**src/rtl/uart_cmd_parser.sv**
```systemverilog
// rtl/uart_cmd_parser.sv - line-buffered UART command decoder driving PWM duty/scale registers
`timescale 1ns/1ps
module uart_cmd_parser #(
  parameter int BUF_DEPTH = 32
) (
  input  logic       clk,
  input  logic       rst,
  input  logic [7:0] rx_data_i,
  input  logic       rx_valid_i,
  output logic [6:0] duty_percent_o,
  output logic [1:0] pow2_o,
  output logic [1:0] pow5_o,
  output logic [1:0] resp_code_o,
  output logic       resp_valid_o,
  input  logic       resp_ready_i,
  output logic       busy_o,
  output logic       drop_o
);

  localparam int AW = (BUF_DEPTH > 1) ? $clog2(BUF_DEPTH) : 1;
  localparam int LW = $clog2(BUF_DEPTH + 1);
  localparam logic [LW-1:0] DEPTH_L = LW'(BUF_DEPTH);

  localparam logic [7:0] CH_LF = 8'h0A;
  localparam logic [7:0] CH_CR = 8'h0D;

  localparam logic [1:0] RC_OK     = 2'd0;
  localparam logic [1:0] RC_FAIL   = 2'd1;
  localparam logic [1:0] RC_HELP   = 2'd2;
  localparam logic [1:0] RC_STATUS = 2'd3;

  typedef enum logic [1:0] {
    COLLECT,
    PARSE,
    EVAL,
    RESP
  } state_t;

  state_t        state;
  state_t        state_nxt;

  logic [7:0]    line_buf [BUF_DEPTH];
  logic [LW-1:0] len;
  logic          ovf;

  // Parser walk position and per-keyword "still matching" flags
  logic [LW-1:0] idx;
  logic [7:0]    cur;
  logic [2:0]    pos;
  logic          m_dc;
  logic          m_p2;
  logic          m_p5;
  logic          m_help;
  logic          m_stat;
  logic [6:0]    acc;
  logic [1:0]    pdig;
  logic [1:0]    code_q;

  logic          is_dig;
  logic          is_pdig;
  logic          hit_dc;
  logic          hit_p2;
  logic          hit_p5;
  logic          hit_help;
  logic          hit_stat;

  logic          rx_store;

  assign cur         = line_buf[idx[AW-1:0]];
  assign resp_code_o = code_q;
  assign rx_store    = rx_valid_i && (state == COLLECT) &&
                       (rx_data_i != CH_LF) && (rx_data_i != CH_CR);

  // State register
  always_ff @(posedge clk) begin
    if (rst) begin
      state <= COLLECT;
    end else begin
      state <= state_nxt;
    end
  end

  // Next-state logic and status outputs
  always_comb begin
    state_nxt    = state;
    busy_o       = 1'b0;
    resp_valid_o = 1'b0;
    case (state)
      COLLECT: begin
        if (rx_valid_i && (rx_data_i == CH_LF) && ((len != '0) || ovf)) begin
          state_nxt = PARSE;
        end
      end
      PARSE: begin
        busy_o = 1'b1;
        if (idx == len) begin
          state_nxt = EVAL;
        end
      end
      EVAL: begin
        busy_o    = 1'b1;
        state_nxt = RESP;
      end
      RESP: begin
        busy_o       = 1'b1;
        resp_valid_o = 1'b1;
        if (resp_ready_i) begin
          state_nxt = COLLECT;
        end
      end
      default: begin
        state_nxt = COLLECT;
      end
    endcase
  end

  // Line buffer storage; contents beyond len are never read so no reset needed
  always_ff @(posedge clk) begin
    if (rx_store && (len < DEPTH_L)) begin
      line_buf[len[AW-1:0]] <= rx_data_i;
    end
  end

  // Fill level, overflow flag and drop strobe
  always_ff @(posedge clk) begin
    if (rst) begin
      len    <= '0;
      ovf    <= 1'b0;
      drop_o <= 1'b0;
    end else begin
      drop_o <= 1'b0;
      if (rx_valid_i && (state != COLLECT)) begin
        drop_o <= 1'b1;
      end else if (rx_store) begin
        if (len < DEPTH_L) begin
          len <= len + 1'b1;
        end else begin
          ovf    <= 1'b1;
          drop_o <= 1'b1;
        end
      end
      if ((state == RESP) && resp_ready_i) begin
        len <= '0;
        ovf <= 1'b0;
      end
    end
  end

  // Per-position keyword character match for the byte under the parse pointer
  always_comb begin
    pos      = (idx > LW'(7)) ? 3'd7 : idx[2:0];
    is_dig   = (cur >= "0") && (cur <= "9");
    is_pdig  = (cur >= "0") && (cur <= "3");
    hit_dc   = 1'b0;
    hit_p2   = 1'b0;
    hit_p5   = 1'b0;
    hit_help = 1'b0;
    hit_stat = 1'b0;
    case (pos)
      3'd0: begin
        hit_dc   = (cur == "D");
        hit_p2   = (cur == "P");
        hit_p5   = (cur == "P");
        hit_help = (cur == "H");
        hit_stat = (cur == "S");
      end
      3'd1: begin
        hit_dc   = (cur == "C");
        hit_p2   = (cur == "O");
        hit_p5   = (cur == "O");
        hit_help = (cur == "E");
        hit_stat = (cur == "T");
      end
      3'd2: begin
        hit_dc   = is_dig;
        hit_p2   = (cur == "W");
        hit_p5   = (cur == "W");
        hit_help = (cur == "L");
        hit_stat = (cur == "A");
      end
      3'd3: begin
        hit_dc   = is_dig;
        hit_p2   = (cur == "2");
        hit_p5   = (cur == "5");
        hit_help = (cur == "P");
        hit_stat = (cur == "T");
      end
      3'd4: begin
        hit_p2   = is_pdig;
        hit_p5   = is_pdig;
        hit_stat = (cur == "U");
      end
      3'd5: begin
        hit_stat = (cur == "S");
      end
      default: begin
        hit_dc = 1'b0;
      end
    endcase
  end

  // Parse walk: one stored byte per cycle, then one idle cycle at idx == len
  always_ff @(posedge clk) begin
    if (rst) begin
      idx    <= '0;
      m_dc   <= 1'b0;
      m_p2   <= 1'b0;
      m_p5   <= 1'b0;
      m_help <= 1'b0;
      m_stat <= 1'b0;
      acc    <= '0;
      pdig   <= '0;
    end else if (state == COLLECT) begin
      idx    <= '0;
      m_dc   <= 1'b1;
      m_p2   <= 1'b1;
      m_p5   <= 1'b1;
      m_help <= 1'b1;
      m_stat <= 1'b1;
      acc    <= '0;
      pdig   <= '0;
    end else if ((state == PARSE) && (idx != len)) begin
      idx    <= idx + 1'b1;
      m_dc   <= m_dc & hit_dc;
      m_p2   <= m_p2 & hit_p2;
      m_p5   <= m_p5 & hit_p5;
      m_help <= m_help & hit_help;
      m_stat <= m_stat & hit_stat;
      if (pos == 3'd2) begin
        acc <= {3'd0, cur[3:0]};
      end else if (pos == 3'd3) begin
        acc <= acc * 7'd10 + {3'd0, cur[3:0]};
      end
      if (pos == 3'd4) begin
        pdig <= cur[1:0];
      end
    end
  end

  // Decision and register commit; exact lengths reject truncated or extended keywords
  always_ff @(posedge clk) begin
    if (rst) begin
      duty_percent_o <= '0;
      pow2_o         <= '0;
      pow5_o         <= '0;
      code_q         <= RC_OK;
    end else if (state == EVAL) begin
      if (ovf) begin
        code_q <= RC_FAIL;
      end else if (m_dc && ((len == LW'(3)) || (len == LW'(4)))) begin
        duty_percent_o <= acc;
        code_q         <= RC_OK;
      end else if (m_p2 && (len == LW'(5))) begin
        pow2_o <= pdig;
        code_q <= RC_OK;
      end else if (m_p5 && (len == LW'(5))) begin
        pow5_o <= pdig;
        code_q <= RC_OK;
      end else if (m_help && (len == LW'(4))) begin
        code_q <= RC_HELP;
      end else if (m_stat && (len == LW'(6))) begin
        code_q <= RC_STATUS;
      end else begin
        code_q <= RC_FAIL;
      end
    end
  end

endmodule

```
**config.mk**
```make
export PLATFORM = sky130hd
export DESIGN_NAME = uart_cmd_parser
export DESIGN_NICKNAME = d
export VERILOG_FILES = /design/src/rtl/uart_cmd_parser.sv
export SDC_FILE = /design/constraint.sdc
export NUM_CORES = 1
export LEC_CHECK = 0
export BUFFER_PORTS_ARGS = -buffer_cell sky130_fd_sc_hd__buf_2
export CAP_MARGIN = 10
export CELL_PAD_IN_SITES_DETAIL_PLACEMENT = 1
export CELL_PAD_IN_SITES_GLOBAL_PLACEMENT = 2
export CORE_UTILIZATION = 48
export CTS_BUF_LIST = sky130_fd_sc_hd__clkbuf_4
export CTS_CLUSTER_DIAMETER = 80
export DETAILED_ROUTE_END_ITERATION = 12
export GPL_ROUTABILITY_DRIVEN = 0
export PLACE_DENSITY_LB_ADDON = 0.1
export SLEW_MARGIN = 20
export SYNTH_ARGS = -nofsm -noshare
export SYNTH_HDL_FRONTEND = slang
export SYNTH_SLANG_ARGS = --single-unit
export TNS_END_PERCENT = 20
```
**constraint.sdc**
```tcl
create_clock -name clk -period 4.2 [get_ports clk]
set_input_delay 0.42 -clock clk [delete_from_list [all_inputs] [get_ports clk]]
set_output_delay 0.42 -clock clk [all_outputs]
set_load 0.01 [all_outputs]
```
==> results of run 1 <==
[logic make-up after synthesis]
family          share of synthesized area [%]
xor+xnor                                 1.49
buf+inv                                  3.03
compound gates                           5.63
simple gates                             8.96
flops                                    67.0
fa+ha+maj                                1.96
mux                                      12.0
[registers in the layout (all words and copies together), names as in the netlist, 2 cells and up, named ones only]
signal	flops
acc	7
duty_percent_o	7
idx	6
len	6
line_buf	256
pdig	2
pow2_o	2
pow5_o	2
resp_code_o	2
state	2
[metrics by stage]
step / cells / power (W) / instance area (sq um) / hold slack (ns)
floorplan: 859 / 0.00369 / 12900 / 0.456
global placement: 1231 / 0.00386 / 13600 / 0.440
detailed placement: 1231 / 0.00389 / 13600 / 0.450
CTS: 1378 / 0.00655 / 14700 / 0.0811
global route: 1379 / 0.00673 / 14700 / 0.0812
finish: 1379 / 0.00646 / 14700 / 0.128
[routing by layer]
layer	vias to the layer above	track usage, %	wire (um)
met2	243	39.2	15600
met5	-	0	0
met1	3963	33.8	14600
li1	3585	-	-
met4	0	8.29	622
met3	47	5.10	1890
[what timing repair did]
item,4_1_cts,5_1_grt
hold endpoints to repair,1,0
hold buffers,1,0
endpoints found under the setup margin,0,0
[final timing paths]
| kind | from | end | slack [ns] | depth (start not counted) |
|---|---|---|---|---|
| worst max-delay path | register | acc[6] | 0.63 | 12 |
| worst min-delay path | rx_data_i[2] | line_buf[3][2] | 0.13 | 1 |
| worst max register to register | register | acc[6] | 0.63 | 12 |
| worst min register to register | pow2_o[0] | pow2_o[0] | 0.46 | 2 |
[synth_stat cells, drive strengths merged, types with 6 or more instances]
cell type / instances
a21oi: 28
a22o: 6
a22oi: 22
buf: 27
clkbuf: 17
dfxtp: 48
edfxtp: 256
ha: 17
inv: 19
mux2i: 71
mux4: 36
nand2: 60
nand2b: 6
nand3: 24
nand3b: 6
nor2: 87
nor2b: 8
nor3: 7
o21ai: 7
o22ai: 15
xnor2: 13
xor2: 9
[where the power goes]
part	internal, W	total (W)	switching (W)
Sequential	0.00333	0.00336	0.0000342
Clock	0.00143	0.00264	0.00121
Combinational	0.000148	0.000464	0.000315
[cell type report]
cell class	count	area, sq um
repair buffers	82	576
multi-input cells	492	3870
diodes	1	2.50
clock inverters	27	168
fillers	2588	11500
well taps	335	419
inverters	19	71.3
flip-flops and latches	304	8650
clock buffers	119	893
[placed cells by master, fill, tap and decap left out, types with 3 or more instances in the layout]
cell type / synthesis / layout
a211oi_1: 4 / 4
a21oi_1: 28 / 28
a22o_1: 6 / 6
a22oi_1: 22 / 22
and2_1: 3 / 3
and3_1: 4 / 4
buf_2: 9 / 27
buf_4: 5 / 52
clkbuf_4: 0 / 119
clkinv_1: 0 / 17
clkinv_2: 0 / 5
dfxtp_1: 48 / 46
edfxtp_1: 256 / 256
ha_1: 17 / 17
inv_1: 16 / 16
inv_2: 3 / 4
mux2i_1: 71 / 71
mux4_1: 3 / 3
mux4_2: 33 / 33
nand2_1: 60 / 60
nand2b_1: 6 / 6
nand3_1: 23 / 23
nand3b_1: 6 / 6
nand4_1: 4 / 4
nor2_1: 87 / 87
nor2b_1: 8 / 8
nor3_1: 7 / 7
nor3b_1: 3 / 3
o21ai_0: 5 / 5
o22ai_1: 15 / 15
o31ai_1: 4 / 4
or2_2: 4 / 4
or3_1: 4 / 4
or3b_2: 3 / 3
xnor2_1: 13 / 13
xor2_1: 9 / 9
[critical path: stages, from the launching register on]
cell      delay (ns)
dfxtp_4         0.58
buf_12          0.24
mux2i_1         0.44
a22o_1          0.19
nor3_1          0.05
a211oi_2        0.62
inv_2           0.15
ha_1            0.37
a21oi_1         0.12
nor3b_1         0.30
xnor2_1         0.12
a22oi_1         0.17
nor2_1          0.06
==> results.md, run 1 <==
* Util after Layout at 55.9%
* Failing checks: design-rule violations
* Main flop type after synthesis: edfxtp_1
* Worst setup SP type: register
* Die area at 27600 sq um
* Post-CTS Setup Bufs at 0
* Die Wd at 166 um
* Layout Nets at 1009
* Setup ws final at 0.632 ns
* # DRC at 1
* Ys async rst share at 0%
* Final period utilization at 85.0%
* Synth Net Count at 890
* Initial antenna violation count at 1
* Warnings from Yosys at 0
* Vias in the first global route at 8403
* Final WL at 32.7 mm
* Die Height at 166 um
* Minimum clock period at 3.57 ns
* CTS H-tree lvls at 3
* Mean post-synth cell area at 15.0 sq um
* Final Hold Viols at 0
* Worst-Skew Late Latency at 0.71 ns
* Yosys top cell area share at 59.5%
* EDFF count, synth at 256
* WS Path Type: reg -> reg
* First-pass GRT wire length at 50.5 mm
* Max transition margin at 51.3%
* Root buffer cell: clkbuf_4
* Starting DRT DRC Count at 580
* Vias per inst at 5.68
* # IOs at 28
* Clock sinks at 304
* GRT Overall Usage at 24.6%
* CP endpoint kind: register
* Slew @ Worst Pin at 0.730 ns
* Dpl ws at 0.647 ns
* Leak at 5.00 nW
* CTS tree: yes
* Routed Antenna Nets at 0
* Resize count post-CTS at 0
* Clk slew on worst S/H paths at 0.07 ns
* DR WL/cell at 23.7 um
* Port buffer count at 27
* GRT Residual Overflow at 0
* Layout area overhead at 13.5%
* Number of max-cap violations at 0
* Unrepaired setup endpoints after global routing: false
* Yosys reg bits at 304
* Synth Cell Area at 12900 sq um
* Max Root-Sink Buffers at 3
* Worst hold path type: in -> reg
* TritonCTS Buffers at 79
* FP Rows at 59
* Vias at 7838
* Setup TNS at 0 ns
* Starting Density at 49.3%
* Post-Syn Instances at 859
* Max-slew violation count at 0
* Maximum vdd drop at 295 uV
* Drt first pass iters at 9
* Final setup fails at 0
* Worst EP required at 4.74 ns
* Status: finished, violations left
* Detail Placement HPWL at 22.3 mm
* Area contributors post-synth: edfxtp_1, dfxtp_1, mux4_2
* Area leader, netlist: edfxtp_1
* FMAX at 0.280 GHz
* Core area at 26200 sq um
* Sequential fraction of the synthesis area at 67.0%
* Clk_skew at 0.0448 ns
* Layout cells sized above 1 at 25.3%
* Synth unique cells at 70
* Crit path max fanout at 22
* Pin count of the biggest net entering global routing at 36
* PwrDens at 441 nW/um^2
* Crit path DAT at 4.11 ns
Power figures use the tool's default switching activity.
==> run 2, diff against run 1 <==
--- a/config.mk
+++ b/config.mk
@@ -9,7 +9,7 @@
 export CAP_MARGIN = 10
 export CELL_PAD_IN_SITES_DETAIL_PLACEMENT = 1
 export CELL_PAD_IN_SITES_GLOBAL_PLACEMENT = 2
-export CORE_UTILIZATION = 48
+export CORE_UTILIZATION = 43
 export CTS_BUF_LIST = sky130_fd_sc_hd__clkbuf_4
 export CTS_CLUSTER_DIAMETER = 80
 export DETAILED_ROUTE_END_ITERATION = 12
==> constraint.sdc (replaced) <==
create_clock -name clk -period 2.85 [get_ports clk]
set_input_delay 0.285 -clock clk [delete_from_list [all_inputs] [get_ports clk]]
set_output_delay 0.285 -clock clk [all_outputs]
set_load 0.01 [all_outputs]
==> run 2 against run 1 <==
Effect of this change:
- the run now ends clean
- wire length up 3.7%
- design area increased by 4.5%
- critical path type unchanged
- critical path depth increased by 1
- count of clock-buffer cells in the layout is 7 lower
- non-clock buffer count is 40 higher
- die area is 11% higher
- setup slack got worse by 0.60 ns
- flip-flop and latch count unchanged
- power rose by 44%
- worst hold slack worse by 0.0039 ns
==> results.md, run 2 (synthesis results as in run 1) <==
* Status: complete, no violations
* Clk_skew at 0.0856 ns
* Switching Share at 24.7%
* Core area at 29600 sq um
* Max Root-Sink Buffers at 3
* Commonest cells after routing, fill and taps aside: edfxtp_1, clkbuf_4, nor2_1
* Slew @ Worst Pin at 0.983 ns
* Seq pwr share at 53.1%
* Final period utilization at 98.9%
* CP endpoint kind: register
* Crit path max fanout at 15
* PwrDens at 608 nW/um^2
* CTS tree: yes
* CTS H-tree lvls at 3
* Starting Density at 43.7%
* Final Hold Viols at 0
* Max-slew violation count at 0
* Vias at 7985
* Drt first pass iters at 5
* # IOs at 28
* Worst setup SP type: register
* TritonCTS Buffers at 79
* Commonest non-fill, non-tap cell in the layout: edfxtp_1
* Detail Placement HPWL at 23.3 mm
* Worst-Skew Late Latency at 0.71 ns
* Vias in the first global route at 8400
* Worst R2R End: m_p2
* First-pass GRT wire length at 50.7 mm
* Vias per inst at 5.44
* Layout area overhead at 18.6%
* Fillers at 2943
* Clock network power share at 38.3%
* Routed Antenna Nets at 0
* DR WL/cell at 23.1 um
* Worst EP required at 3.43 ns
* Number of max-cap violations at 0
* Root buffer cell: clkbuf_4
* Clk slew on worst S/H paths at 0.06 ns
* GRT Residual Overflow at 0
* Total internal power at 0.00701 W
* Psw at 0.00230 W
* Final WL at 33.9 mm
* Flop-to-flop setup slack at 0.03 ns
* Combinational share of power at 8.6%
* FP Rows at 63
* Die Wd at 175 um
* Layout Nets at 1049
* Maximum vdd drop at 383 uV
* FMAX at 0.355 GHz
* Pin count of the biggest net entering global routing at 33
* Port buffer count at 27
* FF-to-FF path depth at 13
* WS Path Type: reg -> reg
* Minimum clock period at 2.82 ns
* Worst hold path type: in -> reg
* Leak at 5.22 nW
* Initial antenna violation count at 1
* Die area at 30700 sq um
* Setup ws final at 0.0324 ns
* Layout cells sized above 1 at 30.1%
* GRT Overall Usage at 22.5%
* Die Height at 175 um
* Register area at 8660 sq um
* Final setup fails at 0
* Clock sinks at 304
* Dpl ws at -0.126 ns
* Unrepaired setup endpoints after global routing: true
* Max transition margin at 34.2%
* End point of the critical path: m_p2
* Area occupied by multi-input gates at 4070 sq um
* # DRC at 0
* Util after Layout at 51.8%
* Starting DRT DRC Count at 526
* Largest register FFs at 256
* Crit path DAT at 3.40 ns
## run 2: cell types whose count changed in the layout (fill, tap and decap cells not counted), sizes merged
cell         delta
buf            +35
clkinvlp        -1
clkinv          +2
inv             +3
dlygate4sd3     +4
clkbuf          -6
bufinv          -2
## run 2: critical path, cell delays in order (launching register included)
cell      delay [ns]
dfxtp_4         0.36
buf_12          0.16
buf_16          0.16
buf_4           0.14
mux2i_1         0.10
a22oi_1         0.18
nand2_1         0.08
o22ai_1         0.21
a211oi_2        0.11
buf_4           0.20
or4b_1          0.53
a21oi_2         0.16
o21ai_1         0.14
a211oi_2        0.21
## run 2: cell type report
| cell class | count | area share (%) |
|---|---|---|
| flip-flops and latches | 304 | 56.5 |
| multi-input cells | 492 | 26.6 |
| clock buffers | 112 | 5.49 |
| diodes | 1 | 0.0163 |
| inverters | 19 | 0.466 |
| clock inverters | 29 | 0.776 |
| repair buffers | 122 | 6.95 |
| well taps | 390 | 3.19 |
## run 2: how the worst min path moves through the flow
| stage | startpoint | endpoint | slack (ns) | cells after the start |
|---|---|---|---|---|
| 6_report | rx_data_i[2] | state[0] | 0.12 | 5 |
| 5_1_grt | rx_data_i[3] | line_buf[1][3] | 0.11 | 2 |
| 4_1_cts | rx_data_i[3] | line_buf[3][3] | 0.07 | 2 |
| 3_5_place_dp | pow2_o[0] | pow2_o[0] | 0.46 | 2 |
| 3_3_place_gp | pow2_o[1] | pow2_o[1] | 0.44 | 2 |
| 2_1_floorplan | rx_data_i[0] | line_buf[0][0] | 0.38 | 0 |
## run 2: power groups by stage
stage	Combinational [W]	Clock [W]	Sequential (W)
6_report	0.000801	0.00357	0.00495
5_1_grt	0.000868	0.00386	0.00495
3_3_place_gp	0.000728	0	0.00504
4_1_cts	0.000762	0.00367	0.00495
2_1_floorplan	0.000407	0	0.00503
3_5_place_dp	0.000749	0	0.00505
## run 2: routing by layer
metal	vias to the layer above	track usage [%]	part of all wire [%]
li1	3649	-	-
met1	4077	31.3	45
met2	198	35.6	47
met3	61	4.20	5.0
met4	0	7.72	2.4
met5	-	0	0
## run 2: through the flow
stage	hold slack (ns)	TNS, ns	cell area [sq um]	power [W]	cells
2_1_floorplan	0.384	0	12900	0.00544	859
3_3_place_gp	0.442	-0.200	13900	0.00577	1305
3_5_place_dp	0.464	-0.436	13900	0.00579	1305
4_1_cts	0.0658	0	15000	0.00938	1451
5_1_grt	0.112	-0.184	15300	0.00968	1469
6_report	0.124	0	15300	0.00932	1469
## run 2: repair_timing
item	4_1_cts	5_1_grt
resized for setup	11	39
buffers inserted	0	16
hold endpoints to repair	29	0
cloned	0	2
setup endpoints to repair	7	10
hold buffers	5	0
pin swaps	0	15
